**src/rtl/jamma_input_scanner.sv**
```systemverilog
// jamma_input_scanner: drives JSELECT, demultiplexes the shared JJOY bus into
// per-player words, debounces every button with a saturating integrator, and
// synchronises / pulse-stretches the two coin inputs. All outputs active low.
//
// state     | meaning
// P1_SETTLE | jselect=0, waiting for the adaptor mux to settle
// P1_SAMPLE | capture jjoy as the raw player-1 word
// P2_SETTLE | jselect=1, waiting for the adaptor mux to settle
// P2_SAMPLE | capture jjoy as the raw player-2 word
module jamma_input_scanner #(
  parameter int SETTLE_CYCLES = 4,
  parameter int DEBOUNCE_BITS = 4,
  parameter int COIN_HOLD     = 16
) (
  input  logic       pclk,
  input  logic       reset,
  input  logic [7:0] jjoy,
  input  logic [1:0] jcoin,
  output logic       jselect,
  output logic [7:0] joystick1,
  output logic [7:0] joystick2,
  output logic [1:0] coin,
  output logic       scan_done
);

  localparam logic [1:0] P1_SETTLE = 2'd0;
  localparam logic [1:0] P1_SAMPLE = 2'd1;
  localparam logic [1:0] P2_SETTLE = 2'd2;
  localparam logic [1:0] P2_SAMPLE = 2'd3;

  localparam logic [7:0]               SETTLE_LAST = 8'(SETTLE_CYCLES - 1);
  localparam logic [DEBOUNCE_BITS-1:0] CNT_MAX     = '1;
  localparam logic [DEBOUNCE_BITS-1:0] CNT_ZERO    = '0;
  localparam logic [DEBOUNCE_BITS-1:0] CNT_ONE     = DEBOUNCE_BITS'(1);
  localparam logic [15:0]              HOLD_LOAD   = 16'(COIN_HOLD - 1);

  logic [1:0] state;
  logic [1:0] state_nxt;
  logic [7:0] settle_cnt;
  logic       in_settle;
  logic       settle_end;

  // index 0 = player 1, index 1 = player 2
  logic [1:0][7:0]                    raw;
  logic [1:0]                         upd;
  logic [1:0][7:0][DEBOUNCE_BITS-1:0] cnt;
  logic [1:0][7:0][DEBOUNCE_BITS-1:0] cnt_nxt;
  logic [1:0][7:0]                    word;
  logic [1:0][7:0]                    word_nxt;

  logic [1:0]       coin_meta;
  logic [1:0]       coin_sync;
  logic [1:0][15:0] coin_hold;

  assign in_settle  = (state == P1_SETTLE) || (state == P2_SETTLE);
  assign settle_end = (settle_cnt == SETTLE_LAST);

  // Scan sequencing: each SETTLE lasts SETTLE_CYCLES, each SAMPLE one cycle.
  always_comb begin
    state_nxt = state;
    case (state)
      P1_SETTLE: if (settle_end) state_nxt = P1_SAMPLE;
      P1_SAMPLE: state_nxt = P2_SETTLE;
      P2_SETTLE: if (settle_end) state_nxt = P2_SAMPLE;
      default:   state_nxt = P1_SETTLE;
    endcase
  end

  // State, settle counter and registered mux select (bit 1 of state = player 2).
  always_ff @(posedge pclk) begin
    if (reset) begin
      state      <= P1_SETTLE;
      settle_cnt <= 8'd0;
      jselect    <= 1'b0;
    end else begin
      state      <= state_nxt;
      jselect    <= state_nxt[1];
      settle_cnt <= (in_settle && !settle_end) ? settle_cnt + 8'd1 : 8'd0;
    end
  end

  // Raw capture in SAMPLE states; the integrators run on the following cycle.
  always_ff @(posedge pclk) begin
    if (reset) begin
      raw <= '1;
      upd <= 2'b00;
    end else begin
      upd[0] <= (state == P1_SAMPLE);
      upd[1] <= (state == P2_SAMPLE);
      if (state == P1_SAMPLE) raw[0] <= jjoy;
      if (state == P2_SAMPLE) raw[1] <= jjoy;
    end
  end

  // Saturating per-bit integrators; outputs only flip at the rails.
  always_comb begin
    cnt_nxt  = cnt;
    word_nxt = word;
    for (int p = 0; p < 2; p++) begin
      for (int i = 0; i < 8; i++) begin
        if (!raw[p][i] && (cnt[p][i] != CNT_ZERO))
          cnt_nxt[p][i] = cnt[p][i] - CNT_ONE;
        else if (raw[p][i] && (cnt[p][i] != CNT_MAX))
          cnt_nxt[p][i] = cnt[p][i] + CNT_ONE;
        if (cnt_nxt[p][i] == CNT_ZERO)
          word_nxt[p][i] = 1'b0;
        else if (cnt_nxt[p][i] == CNT_MAX)
          word_nxt[p][i] = 1'b1;
      end
    end
  end

  // Commit a player's integrators only on its update cycle.
  always_ff @(posedge pclk) begin
    if (reset) begin
      cnt  <= {2{{8{CNT_MAX}}}};
      word <= '1;
    end else begin
      for (int p = 0; p < 2; p++) begin
        if (upd[p]) begin
          cnt[p]  <= cnt_nxt[p];
          word[p] <= word_nxt[p];
        end
      end
    end
  end

  assign joystick1 = word[0];
  assign joystick2 = word[1];
  assign scan_done = upd[1];

  // Coin path: 2-FF synchroniser, then a hold counter that stretches short
  // presses to COIN_HOLD cycles. Only a fresh press (coin idle) loads the
  // counter, so a long hold keeps coin low exactly as long as it is held.
  always_ff @(posedge pclk) begin
    if (reset) begin
      coin_meta <= 2'b11;
      coin_sync <= 2'b11;
      coin_hold <= '0;
      coin      <= 2'b11;
    end else begin
      coin_meta <= jcoin;
      coin_sync <= coin_meta;
      for (int b = 0; b < 2; b++) begin
        if (coin[b] && !coin_sync[b]) begin
          coin_hold[b] <= HOLD_LOAD;
          coin[b]      <= 1'b0;
        end else if (coin_hold[b] != 16'd0) begin
          coin_hold[b] <= coin_hold[b] - 16'd1;
          coin[b]      <= 1'b0;
        end else begin
          coin[b] <= coin_sync[b];
        end
      end
    end
  end

endmodule

```
**config.mk**
```make
export PLATFORM = sky130hd
export DESIGN_NAME = jamma_input_scanner
export DESIGN_NICKNAME = d
export VERILOG_FILES = /design/src/rtl/jamma_input_scanner.sv
export SDC_FILE = /design/constraint.sdc
export NUM_CORES = 1
export LEC_CHECK = 0
export CAP_MARGIN = 30
export CORE_MARGIN = 4
export CORE_UTILIZATION = 60
export CTS_CLUSTER_DIAMETER = 200
export DETAILED_ROUTE_END_ITERATION = 10
export GPL_TIMING_DRIVEN = 0
export PLACE_DENSITY = 0.78
export SYNTH_ARGS = -nofsm -noshare
export SYNTH_HDL_FRONTEND = slang
export SYNTH_SLANG_ARGS = --single-unit
```
**constraint.sdc**
```tcl
create_clock -name pclk -period 2.45 [get_ports pclk]
set_clock_uncertainty 0.1 [all_clocks]
set_input_delay 0.49 -clock pclk [delete_from_list [all_inputs] [get_ports pclk]]
set_output_delay 0.49 -clock pclk [all_outputs]
set_load 0.02 [all_outputs]
```
* Word-level counts from Yosys, hierarchy flattened
Index checks and enable logic that the tools add are counted.
Word-level totals: flip-flop bits (word level) 146, output and inout port bits 20
Cells by class: bitwise gates (word level) 1, add/subtract/negate cells 35, muxes and demuxes 75, reduce and logical (&&, ||, !) cells 128, equality and inequality tests 38
Operators by type and width (count):
- $mux W4 | 36
- $add A4 B1 Y4 const B | 16
- $eq A4 B4 Y1 const B | 16
- $logic_not A4 Y1 | 16
- $ne A4 B4 Y1 const B | 16
- $reduce_bool A4 Y1 | 16
- $sub A4 B1 Y4 const B | 16
- $mux W1 | 36
- $reduce_bool A2 Y1 | 18
- $logic_and A1 B1 Y1 | 35
- $reduce_and A2 Y1 | 17
- $reduce_bool A16 Y1 | 2
- $sub A16 B1 Y16 const B | 2
- $logic_not A1 Y1 | 19
- $add A8 B1 Y8 const B | 1
- $eq A8 B2 Y1 const B | 1
- $pmux W2 S3 | 1
- $reduce_or A2 Y1 | 3
- $eq A2 B2 Y1 const B | 2
- $mux W2 | 2
- $ne A2 B2 Y1 const B | 2
- $eq A2 B1 Y1 const B | 1
- $logic_not A2 Y1 | 1
- $logic_or A1 B1 Y1 | 1
- $not A1 Y1 | 1

* Depth between registers and ports, before layout
depth after elaboration 7, mapped depth 8, depth with buffers taken out 7

* Worst setup path after synthesis
Ideal clock, no wire load.
kind register to register, start point register settle_cnt[0], end point register settle_cnt[2], arrival 1817 ps, library setup time 115 ps, required time 2235 ps, stages on the path, launching flop included 7, buffers on the path 1, setup slack 417 ps, cell sequence dfxtp_1 > ha_1 > or4b_2 > nor4_1 > or3_1 > buf_2 > nor2_1
On the way: word-level cells in the longest chain between the ends 5
Ends and longest elaborated chain:
- start, declared | RTL line 39 | logic [7:0] settle_cnt;
- start signal, assigned | RTL line 78 | settle_cnt <= (in_settle && !settle_end) ? settle_cnt + 8'd1 : 8'd0;
- branches (longest 5 deep; another with $add A8 B1 Y8)
Several ways; the timed one is not identified. A chain may end at the register's enable or synchronous reset.

* Worst setup path in the final report
start point input port reset, end point register coin[1]
RTL lines:
- start, declared | RTL line 16 | input logic reset,
- end signal, assigned by index | RTL line 152 | coin[b] <= coin_sync[b];
- end, declared | RTL line 22 | output logic [1:0] coin,
No word-level cell between the ends.

==> flow_metrics.env <==
export IMPL_ys_async_sr_fraction_pct=0
export IMPL_cts_root_buffer="clkbuf_16"
export IMPL_synth_nets=1231
export IMPL_dieArea_um2=17400
export IMPL_coreArea_um2=14800
export IMPL_dpl_worst_slack_ns=-0.334
export IMPL_grt_pass1_wl_um=37300
export IMPL_cp_end_kind="register"
export IMPL_place_area_um2=9730
export IMPL_drt_total_wl_um=22400
export IMPL_synthFlopType="dfxtp_1"
export IMPL_dpl_cell_count=1392
export IMPL_path_class="primary input to register"
export IMPL_die_x_um=132
export IMPL_rows=44
export IMPL_cts_made_buffers=17
export IMPL_crit_path_start_kind="primary input"
export IMPL_layout_commonest_cell="dfxtp_1"
export IMPL_cp_max_fo=10
export IMPL_overflow=0
export IMPL_tritoncts="done"
export IMPL_p_total_mw=7.57
export IMPL_power_density_nw_per_um2=737
export IMPL_hold_viol=0
export IMPL_final_cell_mix="146 x dfxtp_1, 128 x nand2_1, 99 x nor2_1"
export IMPL_synth_edff_count=0
export IMPL_dr_pass1_iters=5
export IMPL_slew_viol_final=0
export IMPL_wl_per_cell_um=15.7
export IMPL_tightestPinTransition_ns=0.875
export IMPL_cts_resized=0
export IMPL_drt_initial_drc_count=576
export IMPL_ant_nets=0
export IMPL_netlist_area_um2=9200
export IMPL_numPortBuffers=30
export IMPL_vias=8582
export IMPL_worst_slack_ns=0.0206
export IMPL_syn_inst=1178
export IMPL_p_leak_nw=4.15
export IMPL_min_path_type="register to register"
export IMPL_drc=0
export IMPL_htreeDepth=4
export IMPL_cts_sinks=146
export IMPL_grt_max_degree=17
export IMPL_io_pins=32
export IMPL_cts_reportedPaths_clkPinSlew_ns=0.06
export IMPL_avgSynthCellArea_um2=7.81
export IMPL_worstReg2RegEnd="joystick2[0]"
export IMPL_r2r_cells=7
export IMPL_status="finished clean"
export IMPL_fin_util_pct=69.6
export IMPL_timing_rr_start="cnt[32]"
export IMPL_gp_congestion=0.931
export IMPL_fin_cells=1424
export IMPL_cts_hold_buffers=0
export IMPL_start_util_pct=62.3
export IMPL_fin_nets=1280
export IMPL_cp_data_arrival_time_ns=2.60
export IMPL_drive_gt1_share_pct=5.81
export IMPL_syn2layout_area_growth_pct=11.7
export IMPL_critPathRequiredTime_ns=2.62
export IMPL_cts_setup_buffers=0
export IMPL_dp_final_hpwl_um=15400
export IMPL_fin_crit_ns=2.43
export IMPL_antenna_found_initial=0
export IMPL_synthDistinctLibCells=70
export IMPL_routed_via_density=6.03
export IMPL_fmax_ghz=0.412
export IMPL_seq_area_frac_synth_pct=31.8
export IMPL_final_cell_area_um2=10300
export IMPL_clock_latency_ns=0.43
export IMPL_endpoint="coin[1]"
export IMPL_regToRegSetupSlack_ns=0.22
export IMPL_max_slew_margin_pct=41.7
export IMPL_grt_pass1_vias=7679
export IMPL_fin_crit_sh_pct=99.2
export IMPL_ys_ff_latch=146
export IMPL_setup_viol=0
export IMPL_rsz0062_at_grt="false"
export IMPL_n_antenna_cell=0
export IMPL_cap_violations=0
export IMPL_grt_use_total_pct=25.8
export IMPL_synth_warnings=0
export IMPL_worstSetupStartpoint="reset"
export IMPL_die_h_um=132
export IMPL_clockBufferDepth=2
export IMPL_irDropWorstVdd_mv=0.531
## registers in the layout, indices dropped and copies added (netlist names)
name and flops:
cnt 64, coin 2, coin_hold 32, coin_meta 2, coin_sync 2, joystick1 8, joystick2 8, raw 16
settle_cnt 8, state 2, upd 2
## routing by layer
metal | track usage, % | part of all wire [%] | routed length [um]
met5 | 0 | 0 | 0
met4 | 9.86 | 2.3 | 513
met3 | 4.89 | 5.8 | 1310
met2 | 40.2 | 45 | 10000
met1 | 35.5 | 47 | 10500
## where the power goes
part	switching [mW]	internal [mW]
combinational	1.24	0.983
sequential	0.254	2.66
clock	1.03	1.40
## final cells by class
class	count	area, um2
tap	184	230
timing repair buffer	30	300
clock inverter	12	91.3
multi-input combinational	905	5790
sequential	146	2920
inverter	54	203
buffer	73	284
fill	1240	4480
clock buffer	20	447
## cells by family (layout without fill, tap and decap cells)
kind of cell | after synthesis | in the layout | share of synthesized area [%]
muxes | 34 | 34 | 4.15
and+or+nand+nor | 476 | 476 | 27.1
xor gates and xnor gates | 60 | 60 | 5.71
adders and majority gates | 41 | 41 | 5.58
DFF | 146 | 146 | 31.8
buffers and inverters | 127 | 189 | 5.29
AOI/OAI and AO/OA | 294 | 294 | 20.4
## worst max-delay path: stages
cell and delay [ns]:
clkbuf_1 0.34, inv_1 0.31, clkbuf_1 0.58, clkbuf_1 0.65, o21ai_0 0.21
## worst min path at each step
stage	start	to	cells after the start
2_1_floorplan	coin_meta[0]	coin_sync[0]	1
3_3_place_gp	coin_meta[0]	coin_sync[0]	1
3_5_place_dp	coin_meta[1]	coin_sync[1]	1
4_1_cts	coin_meta[1]	coin_sync[1]	1
5_1_grt	coin_meta[0]	coin_sync[0]	1
6_report	coin_meta[1]	coin_sync[1]	1
## stage by stage
step / TNS [ns] / hold WS [ns]
CTS: 0 / 0.310
detailed placement: -16.34 / 0.297
global route: 0 / 0.343
global placement: -18.52 / 0.292
floorplan: 0 / 0.289
finish: 0 / 0.308
## cell usage after synthesis (17+ instances only)
| cell type | number | area, um2 |
|---|---|---|
| dfxtp_1 | 146 | 2920 |
| nand2_1 | 128 | 480 |
| nor2_1 | 99 | 372 |
| a21oi_1 | 77 | 385 |
| o21ai_0 | 76 | 380 |
| clkbuf_1 | 64 | 240 |
| inv_1 | 53 | 199 |
| ha_1 | 41 | 513 |
| xnor2_1 | 41 | 359 |
| nand3_1 | 33 | 165 |
| mux2i_1 | 28 | 280 |
| nand2b_1 | 26 | 163 |
| or3_1 | 21 | 131 |
| nor3_1 | 20 | 100 |
| nor2b_1 | 19 | 119 |
| xor2_1 | 19 | 166 |
| nor3b_1 | 18 | 135 |
| or2_2 | 18 | 113 |
| o211ai_1 | 17 | 128 |
No activity file was read; power rests on OpenSTA's default activity.
